**config.mk**
```make
export PLATFORM = sky130hd
export DESIGN_NAME = ser_rx_frame8
export DESIGN_NICKNAME = d
export VERILOG_FILES = /design/src/rtl/ser_link_pkg.sv /design/src/rtl/ser_rx_frame8.sv
export SDC_FILE = /design/constraint.sdc
export NUM_CORES = 1
export LEC_CHECK = 0
export ABC_AREA = 1
export ABC_CLOCK_PERIOD_IN_PS = 1800
export CAP_MARGIN = 40
export CORE_MARGIN = 4
export CORE_UTILIZATION = 55
export DETAILED_ROUTE_END_ITERATION = 10
export PLACE_DENSITY = 0.79
export SLEW_MARGIN = 20
export SYNTH_ARGS = -nofsm -noshare
export SYNTH_HDL_FRONTEND = slang
export SYNTH_SLANG_ARGS = --single-unit
```
**constraint.sdc**
```tcl
create_clock -name clk -period 1.8 [get_ports clk]
set_clock_uncertainty 0.1 [all_clocks]
set_input_delay 0.18 -clock clk [delete_from_list [all_inputs] [get_ports clk]]
set_output_delay 0.18 -clock clk [all_outputs]
set_load 0.03 [all_outputs]
```
**src/rtl/ser_link_pkg.sv**
```systemverilog
// rtl/ser_link_pkg.sv - shared serial link types and defaults for rx and future tx
package ser_link_pkg;

  typedef enum logic [1:0] {
    IDLE   = 2'd0,
    DATA   = 2'd1,
    PARITY = 2'd2,
    STOP   = 2'd3
  } link_state_e;

  localparam int DATA_W_DEF   = 8;
  localparam bit IDLE_LVL_DEF = 1'b1;

endpackage

```
**src/rtl/ser_rx_frame8.sv**
```systemverilog
// rtl/ser_rx_frame8.sv - strobe-timed serial frame receiver; SER_RX_PARITY_EN adds a parity bit
module ser_rx_frame8
  import ser_link_pkg::*;
#(
  parameter int   DATA_W   = DATA_W_DEF,
  parameter logic IDLE_LVL = IDLE_LVL_DEF
) (
  input  logic              clk,
  input  logic              rst,
  input  logic              bit_en,
  input  logic              ser_in,
  input  logic              msb_first,
  output logic [DATA_W-1:0] data,
  output logic              valid,
  output logic              frame_err,
`ifdef SER_RX_PARITY_EN
  output logic              parity_err,
`endif
  output logic              busy
);

  localparam int            CW   = $clog2(DATA_W + 1);
  localparam logic [CW-1:0] LAST = CW'(DATA_W - 1);

  link_state_e       state, state_n;
  logic [DATA_W-1:0] sr, sr_n;
  logic [DATA_W-1:0] data_n;
  logic [CW-1:0]     cnt, cnt_n;
  logic              order, order_n;
  logic              valid_n;
  logic              frame_err_n;
`ifdef SER_RX_PARITY_EN
  logic              parity_err_n;
`endif

  // State and datapath registers; reset wins over any strobe
  always_ff @(posedge clk) begin
    if (rst) begin
      state     <= IDLE;
      sr        <= '0;
      cnt       <= '0;
      order     <= 1'b0;
      data      <= '0;
      valid     <= 1'b0;
      frame_err <= 1'b0;
`ifdef SER_RX_PARITY_EN
      parity_err <= 1'b0;
`endif
    end else begin
      state     <= state_n;
      sr        <= sr_n;
      cnt       <= cnt_n;
      order     <= order_n;
      data      <= data_n;
      valid     <= valid_n;
      frame_err <= frame_err_n;
`ifdef SER_RX_PARITY_EN
      parity_err <= parity_err_n;
`endif
    end
  end

  // Next-state logic: everything advances only on bit_en, valid is a single-cycle strobe
  always_comb begin
    state_n     = state;
    sr_n        = sr;
    cnt_n       = cnt;
    order_n     = order;
    data_n      = data;
    valid_n     = 1'b0;
    frame_err_n = frame_err;
`ifdef SER_RX_PARITY_EN
    parity_err_n = parity_err;
`endif
    if (bit_en) begin
      case (state)
        IDLE: begin
          if (ser_in != IDLE_LVL) begin
            order_n     = msb_first;
            cnt_n       = '0;
            frame_err_n = 1'b0;
`ifdef SER_RX_PARITY_EN
            parity_err_n = 1'b0;
`endif
            state_n     = DATA;
          end
        end
        DATA: begin
          sr_n  = order ? {sr[DATA_W-2:0], ser_in} : {ser_in, sr[DATA_W-1:1]};
          cnt_n = cnt + CW'(1);
          if (cnt == LAST) begin
`ifdef SER_RX_PARITY_EN
            state_n = PARITY;
`else
            state_n = STOP;
`endif
          end
        end
`ifdef SER_RX_PARITY_EN
        PARITY: begin
          // Even parity: payload plus parity bit must XOR to zero
          parity_err_n = (^sr) ^ ser_in;
          state_n      = STOP;
        end
`endif
        STOP: begin
          if (ser_in == IDLE_LVL) begin
            data_n  = sr;
            valid_n = 1'b1;
          end else begin
            frame_err_n = 1'b1;
          end
          state_n = IDLE;
        end
        default: state_n = IDLE;
      endcase
    end
  end

  // Busy whenever a frame is in progress
  always_comb begin
    busy = (state != IDLE);
  end

endmodule

```
# Word level (Yosys, flattened, before mapping)
# Cells that the tools add are included.
# W data, S select, Z words.
# word_totals
ff_bits	25
word_cells	38
# op_classes
add_sub_neg	1
n_eq_ne	6
n_mux	10
n_bitwise	3
n_reduce_logical	11
# op_table
cell	count
$reduce_and A3 Y1	4
$mux W8	1
$pmux W4 S2	1
$ne A2 B2 Y1 const B	3
$reduce_bool A2 Y1	3
$add A4 B1 Y4 const B	1
$eq A4 B3 Y1 const B	1
$mux W2	2
$mux W4	1
$pmux W2 S2	1
$reduce_and A4 Y1	1
$mux W1	3
$not A1 Y1	3
$reduce_or A3 Y1	1
$eq A2 B1 Y1 const B	1
$eq A2 B2 Y1 const B	1
$logic_not A2 Y1	1
$pmux W1 S2	1
$reduce_and A2 Y1	1

# Depth between registers and ports, before layout
# depth
ltp_word	3
depth_mapped	7

# Worst setup path after synthesis
# No wires, ideal clock.
# synth_path
kind	register to register
from	reg state[0]
to	reg sr[2]
arrival_ps	960
t_required_ps	1581
slack_ps	620
path_stages_with_launch	7
n_path_buf	1
period_less_slack_ps	1180
cell_sequence	dfxtp_1 -> inv_2 -> nor2_2 -> nand2_2 -> buf_6 -> o21ai_0 -> a21oi_1
# synth_between
elab_chain_len	2
# synth_lines
element	line_no	text
from (decl)	ser_rx_frame8.sv:25	link_state_e state, state_n;
from (signal assigned)	ser_rx_frame8.sv:50	state <= state_n;
$eq A2 B1 Y1	ser_rx_frame8.sv:76	case (state)
$reduce_and A2 Y1 (no source line)	n/a	
to (signal assigned)	ser_rx_frame8.sv:51	sr <= sr_n;
to (decl)	ser_rx_frame8.sv:26	logic [DATA_W-1:0] sr, sr_n;
# Every way passes these cells.
# A chain may end at the register's enable or synchronous reset.

# Worst setup path after layout
# layout_path
from	reg data[6]
to	out data[6]
# layout_rtl
element	line_no	text
from (decl)	ser_rx_frame8.sv:13	output logic [DATA_W-1:0] data,
from (signal assigned)	ser_rx_frame8.sv:54	data <= data_n;
# No word-level cell between the ends.

==> flow_summary.ini <==
[power]
clkPwrFrac_pct = 25.1
power_switching_share_pct = 28.81
leakage_nw = 0.5269
p_sw_mw = 0.2898
p_int_mw = 0.7161
seq_power_share_pct = 60.6
comb_power_share_pct = 14.3
ir_drop_uv = 551.1
p_per_area_nw_per_um2 = 787.4

[global_routing]
grt_pass1_vias = 905
grt.total_usage_pct = 19.01
antenna_found_initial = 0
grt-ovfl-total = 0
grt_first_pass_wirelength_um = 3877
grt_max_degree = 21

[logic_synthesis]
synth_area_um2 = 1081
synth_area_leader_cell = dfxtp_1
ys.warnings.count = 0
syn_avg_cell_area_um2 = 7.159
synth.area.top_cells = dfxtp_1 (46%), o21ai_0 (12%), nor2_1 (9.0%)
synth_cells = 151
seq_area_frac_synth_pct = 46.30
syn_nets = 157
ys_types = 18
synth.ff_latch_count = 25
synth.top_cell.area_share_pct = 46.30

[worst_setup_path]
rr_endpoint = data[2]
end_kind = primary output
cp_top_family = buffers and inverters
r2r_start = state[0]
critical_path_class = flop to primary output
cp-startpoint = data[6]
worst_ep_arrival_time_ps = 1390
path_buf_inv = 1
crit_cells = 1
reg2reg_slack_ps = 440
cpPeakStageDelay_ps = 690
cp-start-kind = flop
path_cells = clkdlybuf4s50_1
cp_max_fo = 2
r2r.worst_path.cells = 5
worstPathRequired_ps = 1520
cpMaxStageDelayCell = clkdlybuf4s50_1

[clocking]
cts-htree-levels = 1
cts_root_buffer = clkbuf_4
ctsResizeCount = 1
clk_pin_slew_ps = 140
clock_path_buffers = 2
cts_tree = done
post_cts.repair.setup_buffers = 0
cts.sinks = 25
ctsHoldBuffers = 0
cts_made_buffers = 3
clock_latency_ps = 310

[hold_path]
min_path_cells = 2
hold_path.class = flop to flop
min-delay-start = frame_err
whs_endpoint = frame_err

[detailed_routing]
drt_iter0_markers = 31
drt_wl_total_um = 2286
firstDrtPassIters = 4
detail-route-antenna-nets = 0
viasPerCell = 5.214
wl_per_cell_um = 11.91
remaining_drc_errors = 0
num_vias = 1001

[timing]
tns_ps = 0
worst_slack_ps = 134.9
max_freq_mhz = 600.6
worst_pin_slew_ps = 482.2
drv_slew = 0
period_minus_slack_ps = 1665
slew_headroom_pct = 67.82
rsz0062_at_grt = false
setup_viol = 0
finalHoldViolations = 0
post-route-period-util_pct = 92.51

[placement]
dp.cells = 188
placed_area_um2 = 1249
io_buffer_count = 15
pre_cts_ws_ps = 98.54
dp_hpwl_um = 1722
routabilityCongestion = 0.8152

[cells_and_area]
layout.nets = 174
n_antenna_cell = 0
drive_gt1_share_pct = 7.784
area_delta_synth_final_pct = 18.17
fill_cells = 152
fin_area_um2 = 1277
stdcell_count = 192

[floorplan]
die_y_um = 52.34
coreArea_um2 = 1802
start_util_pct = 60.00
fp-row-count = 15
ioPinCount = 16
die-area_um2 = 2739
die_w_um = 52.34

[outcome]
status = completed

[job]
cap_violations = 0
-- routing by layer --
layer  vias up  GRT usage [%]  wire, um
met1       454          26.74      1106
met4         0          6.383        17
met2        24          29.75      1062
li1        521              -         -
met3         2          2.564       100
met5         -              0         0
-- layout make-up --
class	count	area, um^2	share of cell area, %
clock buffer	3	22.52	1.763
clock inverter	1	7.507	0.5877
inverter	19	71.32	5.583
multi-input combinational	102	480.5	37.61
sequential	25	500.5	39.18
tap	25	31.28	2.449
timing repair buffer	17	163.9	12.83
-- state kept, by name, indices dropped and copies added (netlist names) --
signal and flops:
data 8, sr 8, cnt 4, state 2, frame_err 1, order 1, valid 1
-- power groups by stage --
stage	Sequential [mW]	Combinational [mW]	Clock [mW]
6_report	0.610	0.144	0.252
5_1_grt	0.614	0.164	0.279
4_1_cts	0.609	0.145	0.263
3_5_place_dp	0.621	0.148	0
3_3_place_gp	0.621	0.142	0
2_1_floorplan	0.613	0.106	0
-- Yosys cell counts --
cell type and n:
o21a_1 1, nand2_1 23, nand2_2 1, buf_6 1, buf_2 2, nor2_1 26, o21ai_0 26, a21oi_1 13
dfxtp_1 25, clkbuf_1 2, inv_2 3, ha_1 1, nor2_2 1, a21oi_2 1, nor3_4 1, inv_1 16
nand3_1 5, nand4_1 3
-- metrics by stage --
| stage | utilization [%] | hold WS (ps) | power, mW |
|---|---|---|---|
| 2_1_floorplan | - | 149.1 | 0.7191 |
| 3_3_place_gp | 69.31 | 350.0 | 0.7627 |
| 3_5_place_dp | 69.31 | 357.5 | 0.7687 |
| 4_1_cts | 70.90 | 380.5 | 1.017 |
| 5_1_grt | 70.90 | 410.9 | 1.057 |
| 6_report | 70.90 | 372.7 | 1.006 |
-- layout by cell type, fill, tap and decap left out --
| master | count |
|---|---|
| nor2_1 | 26 |
| o21ai_0 | 26 |
| dfxtp_1 | 25 |
| nand2_1 | 23 |
| inv_1 | 16 |
| clkdlybuf4s50_1 | 14 |
| a21oi_1 | 13 |
| nand3_1 | 5 |
| inv_2 | 3 |
| nand4_1 | 3 |
| clkbuf_4 | 3 |
| buf_4 | 2 |
| nor2_2 | 1 |
| nand2_2 | 1 |
| a21oi_2 | 1 |
| o21a_1 | 1 |
| nor3_4 | 1 |
| ha_1 | 1 |
| clkinvlp_4 | 1 |
| dlygate4sd2_1 | 1 |
-- cell families (layout without fill, tap and decap cells) --
| group | count (synthesis) | count (layout) | synth area share [%] |
|---|---|---|---|
| buf+inv | 24 | 40 | 9.260 |
| simple gates | 60 | 60 | 23.73 |
| compound gates | 41 | 41 | 19.56 |
| fa+ha+maj | 1 | 1 | 1.157 |
| flops | 25 | 25 | 46.30 |
-- worst max path at each step --
stage	to	slack [ps]
after global placement	data[5]	150
final	data[6]	130
after floorplan	sr[2]	620
after CTS	data[6]	130
after detailed placement	data[2]	100
after global routing	data[6]	90
Note: power is estimated with default switching activity, not from simulation.
